==> src/rtl/ntt_pkg.sv <==
// ntt_pkg: shared widths, moduli and payload types for the NTT datapath.
//   DATA_WIDTH_DFLT : default coefficient/modulus width
//   TAG_WIDTH_DFLT  : default sideband tag width
//   PROD_W          : width of a*b
//   RED_W           : width of the Barrett remainder before final correction
//   Q_* / MU_*      : supported moduli with mu = floor(2^(2*DATA_WIDTH)/q)
package ntt_pkg;

  localparam int unsigned DATA_WIDTH_DFLT = 16;
  localparam int unsigned TAG_WIDTH_DFLT  = 8;
  localparam int unsigned PROD_W          = 2 * DATA_WIDTH_DFLT;
  localparam int unsigned RED_W           = DATA_WIDTH_DFLT + 2;
  localparam int unsigned MU_WIDTH_DFLT   = PROD_W;

  localparam logic [DATA_WIDTH_DFLT-1:0] Q_3329  = 16'd3329;
  localparam logic [MU_WIDTH_DFLT-1:0]   MU_3329 = 32'd1290167;
  localparam logic [DATA_WIDTH_DFLT-1:0] Q_7681  = 16'd7681;
  localparam logic [MU_WIDTH_DFLT-1:0]   MU_7681 = 32'd559167;

  // Result payload at the default widths (tag travels with the data).
  typedef struct packed {
    logic [TAG_WIDTH_DFLT-1:0]  tag;
    logic [DATA_WIDTH_DFLT-1:0] data;
  } ntt_res_t;

endpackage

==> src/rtl/barrett_mul_pipe_if.sv <==
// barrett_mul_pipe_if: operand/result handshake bundle of the Barrett multiplier.
//   modulus, mu           : quasi-static reduction constants (change only while busy=0)
//   in_valid/in_ready     : operand handshake, carrying in_a, in_b, in_tag
//   out_valid/out_ready   : result handshake, carrying out_data, out_tag
//   busy                  : any pipeline stage holds a valid entry
// master = operand source / result sink, slave = the multiplier.
interface barrett_mul_pipe_if
  import ntt_pkg::*;
#(
  parameter int unsigned DATA_WIDTH = DATA_WIDTH_DFLT,
  parameter int unsigned TAG_WIDTH  = TAG_WIDTH_DFLT,
  parameter int unsigned MU_WIDTH   = 2 * DATA_WIDTH
) ();

  logic [DATA_WIDTH-1:0] modulus;
  logic [MU_WIDTH-1:0]   mu;

  logic                  in_valid;
  logic                  in_ready;
  logic [DATA_WIDTH-1:0] in_a;
  logic [DATA_WIDTH-1:0] in_b;
  logic [TAG_WIDTH-1:0]  in_tag;

  logic                  out_valid;
  logic                  out_ready;
  logic [DATA_WIDTH-1:0] out_data;
  logic [TAG_WIDTH-1:0]  out_tag;

  logic                  busy;

  modport master (
    output modulus, mu,
    output in_valid, in_a, in_b, in_tag,
    input  in_ready,
    input  out_valid, out_data, out_tag,
    output out_ready,
    input  busy
  );

  modport slave (
    input  modulus, mu,
    input  in_valid, in_a, in_b, in_tag,
    output in_ready,
    output out_valid, out_data, out_tag,
    input  out_ready,
    output busy
  );

endinterface

==> src/rtl/barrett_reduce.sv <==
// barrett_reduce: stages S2..S4 of the Barrett modular multiplier.
//   S2: qh = (p*mu) >> PROD_WIDTH, p forwarded
//   S3: r  = p - qh*q, evaluated modulo 2^RED_WIDTH (0 <= r < 3q)
//   S4: conditional subtraction of 2q or q, result registered
// Ports:
//   clk, rst_n      : clock, asynchronous active-low reset
//   adv_i           : pipeline advance (low = global stall, every stage holds)
//   valid_i, p_i    : S1 valid bit and product a*b
//   tag_i           : S1 sideband tag
//   modulus_i, mu_i : reduction constants
//   valid_o, data_o : S4 valid bit and reduced result
//   tag_o           : tag of the S4 entry
//   busy_o          : any of S2..S4 holds a valid entry
module barrett_reduce
  import ntt_pkg::*;
#(
  parameter int unsigned DATA_WIDTH = DATA_WIDTH_DFLT,
  parameter int unsigned TAG_WIDTH  = TAG_WIDTH_DFLT,
  parameter int unsigned MU_WIDTH   = 2 * DATA_WIDTH
) (
  input  logic                    clk,
  input  logic                    rst_n,
  input  logic                    adv_i,
  input  logic                    valid_i,
  input  logic [2*DATA_WIDTH-1:0] p_i,
  input  logic [TAG_WIDTH-1:0]    tag_i,
  input  logic [DATA_WIDTH-1:0]   modulus_i,
  input  logic [MU_WIDTH-1:0]     mu_i,
  output logic                    valid_o,
  output logic [DATA_WIDTH-1:0]   data_o,
  output logic [TAG_WIDTH-1:0]    tag_o,
  output logic                    busy_o
);

  localparam int unsigned PROD_WIDTH = 2 * DATA_WIDTH;
  localparam int unsigned RED_WIDTH  = DATA_WIDTH + 2;
  localparam int unsigned MUL_WIDTH  = PROD_WIDTH + MU_WIDTH;

  // S2 registers. Only the low RED_WIDTH bits of qh and p matter downstream,
  // because S3 works modulo 2^RED_WIDTH.
  logic                  v2_q,   v2_d;
  logic [RED_WIDTH-1:0]  qh2_q,  qh2_d;
  logic [RED_WIDTH-1:0]  p2_q,   p2_d;
  logic [TAG_WIDTH-1:0]  tag2_q, tag2_d;

  // S3 registers
  logic                  v3_q,   v3_d;
  logic [RED_WIDTH-1:0]  r3_q,   r3_d;
  logic [TAG_WIDTH-1:0]  tag3_q, tag3_d;

  // S4 registers (the block outputs)
  logic                  v4_q,   v4_d;
  logic [DATA_WIDTH-1:0] res4_q, res4_d;
  logic [TAG_WIDTH-1:0]  tag4_q, tag4_d;

  // q and 2q widened to the remainder width; q < 2^(DATA_WIDTH-1) so 2q fits.
  logic [RED_WIDTH-1:0]  q_ext;
  logic [RED_WIDTH-1:0]  q2_ext;

  assign q_ext  = RED_WIDTH'(modulus_i);
  assign q2_ext = RED_WIDTH'({modulus_i, 1'b0});

  // Next-state for all three stages; everything holds while adv_i is low.
  // Data registers only load behind a valid entry to keep them quiet.
  always_comb begin
    v2_d   = v2_q;
    qh2_d  = qh2_q;
    p2_d   = p2_q;
    tag2_d = tag2_q;
    v3_d   = v3_q;
    r3_d   = r3_q;
    tag3_d = tag3_q;
    v4_d   = v4_q;
    res4_d = res4_q;
    tag4_d = tag4_q;

    if (adv_i) begin
      v2_d = valid_i;
      if (valid_i) begin
        qh2_d  = RED_WIDTH'((MUL_WIDTH'(p_i) * MUL_WIDTH'(mu_i)) >> PROD_WIDTH);
        p2_d   = RED_WIDTH'(p_i);
        tag2_d = tag_i;
      end

      v3_d = v2_q;
      if (v2_q) begin
        // Exact as long as the true remainder is below 3q < 2^RED_WIDTH.
        r3_d   = p2_q - RED_WIDTH'(qh2_q * q_ext);
        tag3_d = tag2_q;
      end

      v4_d = v3_q;
      if (v3_q) begin
        if (r3_q >= q2_ext) begin
          res4_d = DATA_WIDTH'(r3_q - q2_ext);
        end else if (r3_q >= q_ext) begin
          res4_d = DATA_WIDTH'(r3_q - q_ext);
        end else begin
          res4_d = DATA_WIDTH'(r3_q);
        end
        tag4_d = tag3_q;
      end
    end
  end

  // Stage registers; reset clears every valid bit immediately.
  always_ff @(posedge clk or negedge rst_n) begin
    if (!rst_n) begin
      v2_q   <= 1'b0;
      qh2_q  <= '0;
      p2_q   <= '0;
      tag2_q <= '0;
      v3_q   <= 1'b0;
      r3_q   <= '0;
      tag3_q <= '0;
      v4_q   <= 1'b0;
      res4_q <= '0;
      tag4_q <= '0;
    end else begin
      v2_q   <= v2_d;
      qh2_q  <= qh2_d;
      p2_q   <= p2_d;
      tag2_q <= tag2_d;
      v3_q   <= v3_d;
      r3_q   <= r3_d;
      tag3_q <= tag3_d;
      v4_q   <= v4_d;
      res4_q <= res4_d;
      tag4_q <= tag4_d;
    end
  end

  assign valid_o = v4_q;
  assign data_o  = res4_q;
  assign tag_o   = tag4_q;
  assign busy_o  = v2_q | v3_q | v4_q;

endmodule

==> src/rtl/barrett_mul_pipe.sv <==
// barrett_mul_pipe: 4-stage pipelined (a*b) mod q using Barrett reduction,
// one result per cycle, valid/ready handshake with a global stall.
//   S1 (here)            : p = a*b, tag and valid registered alongside
//   S2..S4 (reduce core) : quotient estimate, remainder, final correction
// Ports:
//   clk   : clock
//   rst_n : asynchronous active-low reset, drops all in-flight entries
//   bus   : slave side of barrett_mul_pipe_if (operands, results, busy)
// Stall = out_valid & ~out_ready; in_ready is its complement, so the whole
// pipe either advances together or holds together.
module barrett_mul_pipe
  import ntt_pkg::*;
#(
  parameter int unsigned DATA_WIDTH = DATA_WIDTH_DFLT,
  parameter int unsigned TAG_WIDTH  = TAG_WIDTH_DFLT,
  parameter int unsigned MU_WIDTH   = 2 * DATA_WIDTH
) (
  input  logic                clk,
  input  logic                rst_n,
  barrett_mul_pipe_if.slave   bus
);

  localparam int unsigned PROD_WIDTH = 2 * DATA_WIDTH;

  logic                  stall;
  logic                  adv;

  logic                  v1_q,   v1_d;
  logic [PROD_WIDTH-1:0] p1_q,   p1_d;
  logic [TAG_WIDTH-1:0]  tag1_q, tag1_d;

  logic                  red_valid;
  logic [DATA_WIDTH-1:0] red_data;
  logic [TAG_WIDTH-1:0]  red_tag;
  logic                  red_busy;

  // Only an unaccepted result can block the pipe.
  assign stall = red_valid & ~bus.out_ready;
  assign adv   = ~stall;

  // S1 next-state: a transfer in happens whenever the pipe advances with in_valid.
  always_comb begin
    v1_d   = v1_q;
    p1_d   = p1_q;
    tag1_d = tag1_q;
    if (adv) begin
      v1_d = bus.in_valid;
      if (bus.in_valid) begin
        p1_d   = PROD_WIDTH'(bus.in_a) * PROD_WIDTH'(bus.in_b);
        tag1_d = bus.in_tag;
      end
    end
  end

  // S1 registers
  always_ff @(posedge clk or negedge rst_n) begin
    if (!rst_n) begin
      v1_q   <= 1'b0;
      p1_q   <= '0;
      tag1_q <= '0;
    end else begin
      v1_q   <= v1_d;
      p1_q   <= p1_d;
      tag1_q <= tag1_d;
    end
  end

  barrett_reduce #(
    .DATA_WIDTH (DATA_WIDTH),
    .TAG_WIDTH  (TAG_WIDTH),
    .MU_WIDTH   (MU_WIDTH)
  ) u_reduce (
    .clk       (clk),
    .rst_n     (rst_n),
    .adv_i     (adv),
    .valid_i   (v1_q),
    .p_i       (p1_q),
    .tag_i     (tag1_q),
    .modulus_i (bus.modulus),
    .mu_i      (bus.mu),
    .valid_o   (red_valid),
    .data_o    (red_data),
    .tag_o     (red_tag),
    .busy_o    (red_busy)
  );

  assign bus.in_ready  = adv;
  assign bus.out_valid = red_valid;
  assign bus.out_data  = red_data;
  assign bus.out_tag   = red_tag;
  assign bus.busy      = v1_q | red_busy;

endmodule
==> src/flat_wrapper.sv <==
// flat-port wrapper written by rule: the top's interface ports become plain ports
module barrett_mul_pipe_flat import ntt_pkg::*;
#(
  parameter int unsigned DATA_WIDTH = DATA_WIDTH_DFLT,
  parameter int unsigned TAG_WIDTH  = TAG_WIDTH_DFLT,
  parameter int unsigned MU_WIDTH   = 2 * DATA_WIDTH
)
  (clk, rst_n, bus_modulus, bus_mu, bus_in_valid, bus_in_a, bus_in_b, bus_in_tag, bus_in_ready, bus_out_valid, bus_out_data, bus_out_tag, bus_out_ready, bus_busy);
  barrett_mul_pipe_if #(.DATA_WIDTH(DATA_WIDTH), .TAG_WIDTH(TAG_WIDTH), .MU_WIDTH(MU_WIDTH)) bus_i ();
  input  logic clk;
  input  logic rst_n;
  input wire logic [$bits(bus_i.modulus)-1:0] bus_modulus;
  input wire logic [$bits(bus_i.mu)-1:0] bus_mu;
  input wire logic [$bits(bus_i.in_valid)-1:0] bus_in_valid;
  input wire logic [$bits(bus_i.in_a)-1:0] bus_in_a;
  input wire logic [$bits(bus_i.in_b)-1:0] bus_in_b;
  input wire logic [$bits(bus_i.in_tag)-1:0] bus_in_tag;
  output wire logic [$bits(bus_i.in_ready)-1:0] bus_in_ready;
  output wire logic [$bits(bus_i.out_valid)-1:0] bus_out_valid;
  output wire logic [$bits(bus_i.out_data)-1:0] bus_out_data;
  output wire logic [$bits(bus_i.out_tag)-1:0] bus_out_tag;
  input wire logic [$bits(bus_i.out_ready)-1:0] bus_out_ready;
  output wire logic [$bits(bus_i.busy)-1:0] bus_busy;
  assign bus_i.modulus = bus_modulus;
  assign bus_i.mu = bus_mu;
  assign bus_i.in_valid = bus_in_valid;
  assign bus_i.in_a = bus_in_a;
  assign bus_i.in_b = bus_in_b;
  assign bus_i.in_tag = bus_in_tag;
  assign bus_in_ready = bus_i.in_ready;
  assign bus_out_valid = bus_i.out_valid;
  assign bus_out_data = bus_i.out_data;
  assign bus_out_tag = bus_i.out_tag;
  assign bus_i.out_ready = bus_out_ready;
  assign bus_busy = bus_i.busy;
  barrett_mul_pipe #(.DATA_WIDTH(DATA_WIDTH), .TAG_WIDTH(TAG_WIDTH), .MU_WIDTH(MU_WIDTH)) u_core (.clk(clk), .rst_n(rst_n), .bus(bus_i));
endmodule
==> config.mk <==
export PLATFORM = sky130hd
export DESIGN_NAME = barrett_mul_pipe_flat
export DESIGN_NICKNAME = d
export VERILOG_FILES = /design/src/rtl/ntt_pkg.sv /design/src/rtl/barrett_mul_pipe_if.sv /design/src/rtl/barrett_reduce.sv /design/src/rtl/barrett_mul_pipe.sv /design/src/flat_wrapper.sv
export SDC_FILE = /design/constraint.sdc
export NUM_CORES = 2
export LEC_CHECK = 0
export BUFFER_PORTS_ARGS = -buffer_cell sky130_fd_sc_hd__buf_2
export CAP_MARGIN = 15
export CORE_ASPECT_RATIO = 2
export CORE_MARGIN = 1
export CORE_UTILIZATION = 34
export CTS_BUF_LIST = sky130_fd_sc_hd__clkbuf_16
export DETAILED_ROUTE_END_ITERATION = 8
export GPL_TIMING_DRIVEN = 0
export HOLD_SLACK_MARGIN = 0.15
export SETUP_SLACK_MARGIN = 0.2
export SYNTH_ARGS = -nofsm -noshare
export SYNTH_HDL_FRONTEND = slang
export SYNTH_HIERARCHICAL = 1
export SYNTH_SLANG_ARGS = --single-unit
==> constraint.sdc <==
create_clock -name clk -period 7.5 [get_ports clk]
set_clock_uncertainty 0.1 [all_clocks]
set_input_delay 0.75 -clock clk [delete_from_list [all_inputs] [get_ports clk]]
set_output_delay 0.75 -clock clk [all_outputs]
set_load 0.02 [all_outputs]
=== Word-level counts from Yosys, hierarchy flattened ===
Cells that the tools add are included.

* Word-level logic and storage cells: 33
* Output and inout port bits: 27
* Register bits: 138
* Input port bits: 92

* Bitwise logic cells: 6
* $mul: 3
* Multiplexer cells: 2
* $add $sub $neg: 3
* $lt $le $gt $ge: 2
* Reductions and logical operators: 4

{| class="wikitable"
|+ Operators by type and width
! cell !! number
|-
| multiplier 32 x 32 -> 50 bit || 1
|-
| multiplier 16 x 16 -> 32 bit || 1
|-
| 2-to-1 mux 16 bit || 2
|-
| subtractor 16 bit || 2
|-
| >= comparator 18 x 16 -> 1 bit || 1
|-
| >= comparator 18 x 17 -> 1 bit || 1
|-
| multiplier 18 x 16 -> 18 bit || 1
|-
| subtractor 18 bit || 1
|-
| AND reduction 2 bit || 4
|-
| OR 1 bit || 3
|-
| inverter 1 bit || 2
|-
| AND 1 bit || 1
|}

=== Logic depth before layout (Yosys ltp) ===
* Depth after elaboration: 4
* Gate-level depth with buffers: 27
* Gate-level depth less buffers: 25

=== Modules after synthesis ===
The synthesis kept the hierarchy.

{| class="wikitable"
|+ By module, submodules not included
! module !! times used !! sequential area each (µm²) !! cells each !! area an instance (µm²)
|-
| barrett_reduce || 1 || 2427.3 || 4197 || 38896.1
|-
| barrett_mul_pipe || 1 || 1026.0 || 1140 || 10008.3
|}

=== Worst setup path before layout ===
OpenSTA, ideal clock, no wires.

* Path kind: input port to flip-flop
* Start: in bus_mu[23]
* End: reg u_core.u_reduce.qh2_q[16]
* Setup time: 0.131 ns
* Data required time: 7.269 ns
* Arrival: 7.565 ns
* Path buffers: 2
* Cell stages on the path: 24
* Path slack: -0.297 ns
* Cells stage by stage: clkbuf_1 > clkbuf_1 > nand2_1 > fa_1 > inv_1 > fa_1 > inv_1 > fa_1 > inv_1 > fa_1 > fa_1 > fa_1 > fa_1 > fa_1 > ha_1 > nand4_4 > nor4_4 > nand3_2 > o41ai_4 > o211ai_2 > o31ai_4 > o31ai_2 > nor4bb_1 > or3_1

* Longest elaborated chain between the ends: 1

{| class="wikitable"
|+ RTL lines
! item !! RTL line !! RTL
|-
| from (decl) || flat_wrapper.sv:13 || <nowiki>input wire logic [$bits(bus_i.mu)-1:0] bus_mu;</nowiki>
|-
| multiplier 32 x 32 -> 50 bit || barrett_reduce.sv:80 || <nowiki>qh2_d = RED_WIDTH'((MUL_WIDTH'(p_i) * MUL_WIDTH'(mu_i)) >> PROD_WIDTH);</nowiki>
|-
| to (signal assigned) || barrett_reduce.sv:121 || <nowiki>qh2_q <= qh2_d;</nowiki>
|-
| to (decl) || barrett_reduce.sv:42 || <nowiki>logic [RED_WIDTH-1:0] qh2_q, qh2_d;</nowiki>
|}

Every way passes these cells.
A chain may end at the register's enable or synchronous reset.

=== Worst setup path in the final report ===
* Start: in bus_mu[29]
* End: reg u_core.u_reduce.qh2_q[16]

The elaborated chain is that of the path after synthesis.

==> reports/results.md <==
### Status
• result of the run: complete, but fails checks
• failing checks: setup timing

### Route
• Vias: 38,700
• violation count after the first detailed-route iteration: 2,057
• DRC violation count after routing: 0
• wirelength, routed: 210,000 µm
• number of nets still failing antenna checks after routing: 0
• Routed wire per std cell: 28.1 µm
• detailed-router iteration count before antenna repair: 5
• mean number of vias per cell: 5.18

### Yosys
• number of flops mapped to enable cells by yosys: 0
• synthesized instance count: 5,337
• Post-synth top flop: sky130_fd_sc_hd__dfrtp_1
• most common cell in the netlist: sky130_fd_sc_hd__inv_1
• number of unique standard cell types used by synthesis: 79
• Yosys reg bits: 138
• share of the yosys chip area belonging to registers: 7.06%
• top area cells in the synthesized netlist: sky130_fd_sc_hd__fa_1, sky130_fd_sc_hd__and2_1, sky130_fd_sc_hd__ha_1, sky130_fd_sc_hd__inv_1, sky130_fd_sc_hd__dfrtp_1
• Yosys warning total: 6
• post-synth top area cell: sky130_fd_sc_hd__fa_1
• net count after synthesis: 6,931
• post-synth design cell area: 0.0489 mm²
• share of Yosys cell area claimed by the top area cell type: 46.2%
• async set-or-reset flop fraction in the synthesized netlist: 100%
• most used standard cells in the synthesized netlist: sky130_fd_sc_hd__inv_1, sky130_fd_sc_hd__fa_1, sky130_fd_sc_hd__and2_1
• Avg Cell Area, Syn: 9.16 µm²

### Job
• number of maximum-capacitance constraint violations: 0

### Clock tree
• clock latency at the later pin of the worst-skew pair: 0.47 ns
• clock transition at the registers of the reported paths: 0.07 ns
• number of buffers on the longest clock path: 2
• clk root buf: sky130_fd_sc_hd__clkbuf_16
• number of clock buffers inserted by TritonCTS: 17
• Max H-tree Level: 4
• hold-fix buffers at CTS: 0
• # clock sinks: 138
• clock tree from TritonCTS: yes

### Timing
• actual transition at the worst max-transition pin: 1.21 ns
• post-layout min period: 8.27 ns
• final critical-path share of the clock period: 110%
• number of failing setup endpoints in the final timing report: 18
• Slew headroom: 19.2%
• setup repair after global routing missed its margin: yes
• highest achievable clock rate: 121 MHz
• Final Hold Vio Count: 0
• final setup TNS: -10.11 ns
• post-route worst hold slack: 0.247 ns
• total count of max-transition violations in the final report: 0
• slack of the critical path: -0.765 ns

### GRT
• maximum number of pins on one net before global-route repair: 79
• antenna violations before repair: 27
• via count of the first global-routing pass: 43,200
• global-route wire length before repair: 298,000 µm
• total routing usage reported by global routing: 29.4%
• sum of overflow across all layers after global routing: 0

### Final layout
• Nets: 7,153
• share of final-layout standard cells stronger than drive strength 1: 11.1%
• Final Instance Count excl. Fillers: 7,469
• signed area change from the synthesized netlist to the final layout: 12.3%
• fillers: 14,600

### Placement
• post-detailed-placement half-perimeter wirelength: 174,000 µm
• total instance count after detailed placement: 7,335
• RePlAce Congestion: 1.06
• DP Worst Slack: -2.95 ns
• Port Buf Inserts: 114

### Floorplan
• core area: 0.143 mm²
• Top Ports: 119
• Initial Util: 34.3%
• width of the chip: 270 µm
• count of standard-cell rows: 196
• die extent in y: 538 µm
• full die area: 0.145 mm²

### Critical path
• capturing element type of the critical path: flop
• CP Launch Type: input port
• start-to-end type of the worst setup path: in -> reg
• maximum fanout count along the critical path: 10
• required time of the critical path: 7.75 ns
• arrival time reported for the critical path endpoint: 8.52 ns

### Hold path
• Min-Delay Path Class: in -> async

-- worst max-delay path, stage by stage --
cell,delay (ns)
sky130_fd_sc_hd__buf_2,0.12
sky130_fd_sc_hd__clkbuf_1,0.78
sky130_fd_sc_hd__and2_1,0.26
sky130_fd_sc_hd__fa_1,0.41
sky130_fd_sc_hd__fa_1,0.53
sky130_fd_sc_hd__fa_1,0.45
sky130_fd_sc_hd__fa_1,0.60
sky130_fd_sc_hd__fa_1,0.44
sky130_fd_sc_hd__fa_1,0.48
sky130_fd_sc_hd__fa_1,0.57
sky130_fd_sc_hd__inv_1,0.07
sky130_fd_sc_hd__fa_1,0.48
sky130_fd_sc_hd__inv_1,0.06
sky130_fd_sc_hd__ha_4,0.23
sky130_fd_sc_hd__nand3_2,0.12
sky130_fd_sc_hd__o211ai_1,0.16
sky130_fd_sc_hd__a221oi_4,0.28
sky130_fd_sc_hd__buf_12,0.18
sky130_fd_sc_hd__o2111ai_4,0.29
sky130_fd_sc_hd__o211ai_4,0.40
sky130_fd_sc_hd__o31ai_4,0.11
sky130_fd_sc_hd__o31ai_4,0.27
sky130_fd_sc_hd__nor4b_1,0.09
sky130_fd_sc_hd__or3_1,0.37
-- cell usage in the layout (no fill, tap or decap), types with 15 or more instances in the layout --
cell type and instances:
sky130_fd_sc_hd__nand2_1 743, sky130_fd_sc_hd__inv_1 1137, sky130_fd_sc_hd__a21o_1 28, sky130_fd_sc_hd__nor2_1 53, sky130_fd_sc_hd__buf_6 16, sky130_fd_sc_hd__and2_4 18, sky130_fd_sc_hd__fa_1 1089, sky130_fd_sc_hd__buf_2 129
sky130_fd_sc_hd__clkbuf_4 33, sky130_fd_sc_hd__diode_2 16, sky130_fd_sc_hd__o21ai_1 19, sky130_fd_sc_hd__mux2_2 45, sky130_fd_sc_hd__nor3_1 31, sky130_fd_sc_hd__clkbuf_8 32, sky130_fd_sc_hd__o21ai_0 111, sky130_fd_sc_hd__a21oi_1 89
sky130_fd_sc_hd__nand3_1 27, sky130_fd_sc_hd__and2_1 765, sky130_fd_sc_hd__nand4_1 15, sky130_fd_sc_hd__fa_2 40, sky130_fd_sc_hd__clkbuf_16 32, sky130_fd_sc_hd__xnor2_1 87, sky130_fd_sc_hd__dfrtp_1 110, sky130_fd_sc_hd__buf_4 82
sky130_fd_sc_hd__clkbuf_1 98, sky130_fd_sc_hd__dfrtp_2 16, sky130_fd_sc_hd__clkbuf_2 48, sky130_fd_sc_hd__ha_1 361, sky130_fd_sc_hd__xor2_1 51
-- per-layer routing --
| metal | vias to the layer above | share of wire, % | track usage, % |
|---|---|---|---|
| li1 | 16200 | - | - |
| met1 | 20000 | 29 | 25.8 |
| met2 | 1560 | 52 | 53.8 |
| met3 | 906 | 5.2 | 5.58 |
| met4 | 12 | 13 | 30.5 |
| met5 | - | 0.033 | 0 |
-- final timing paths --
check,startpoint,end,slack [ns],depth (start not counted)
max,bus_mu[29],u_core/u_reduce/qh2_q[16],-0.77,24
min,rst_n,u_core/p1_q[5],0.25,1
max reg2reg,u_core/p1_q[22],u_core/u_reduce/qh2_q[16],-0.73,25
min reg2reg,u_core/tag1_q[1],u_core/tag1_q[1],0.38,2
max in group asynchronous,rst_n,u_core/p1_q[0],6.25,2
min in group clk,u_core/tag1_q[1],u_core/tag1_q[1],0.38,2
-- flip-flops by register name, indices dropped and copies added (netlist names) --
register                 count
u_core/u_reduce/v3_q         1
u_core/tag1_q                8
u_core/p1_q                 32
u_core/u_reduce/p2_q        18
u_core/u_reduce/tag2_q       8
u_core/u_reduce/data_o      16
u_core/u_reduce/valid_o      1
u_core/u_reduce/tag_o        8
u_core/u_reduce/v2_q         1
u_core/u_reduce/tag3_q       8
u_core/u_reduce/qh2_q       18
u_core/v1_q                  1
u_core/u_reduce/r3_q        18
-- logic make-up after synthesis --
group	synth area share [%]
flops	7.06
mux	1.18
buf+inv	10.9
fa+ha+maj	55.8
xor+xnor	2.56
simple gates	18.0
compound gates	4.57
-- metrics by stage --
step | utilization, % | instance area [µm²]
6_report | 38.5 | 54900
2_1_floorplan | - | 49200
3_5_place_dp | 36.6 | 52200
5_1_grt | 38.5 | 54900
3_3_place_gp | 36.5 | 52100
4_1_cts | 38.2 | 54500
-- cell type report --
| type | instances | area (µm²) | area share (%) |
|---|---|---|---|
| Buffer | 265 | 1950 | 3.55 |
| Inverter | 1152 | 4330 | 7.88 |
| Timing Repair Buffer | 204 | 1420 | 2.59 |
| Antenna cell | 16 | 40.0 | 0.0729 |
| Clock inverter | 15 | 145 | 0.264 |
| Multi-Input combinational cell | 3781 | 40700 | 74.2 |
| Clock buffer | 17 | 425 | 0.775 |
| Tap cell | 1881 | 2350 | 4.29 |
| Sequential cell | 138 | 3520 | 6.41 |
-- timing repair --
item	in CTS	in global routing
pin swaps	54	63
endpoints found under the hold margin	0	0
buffers inserted	69	16
endpoints found under the setup margin	18	19
resized for setup	369	121
cloned	0	1
Power is left out: the tool's default activity adds up to more than one toggle a clock period on the data nets, which glitch-free logic cannot reach.
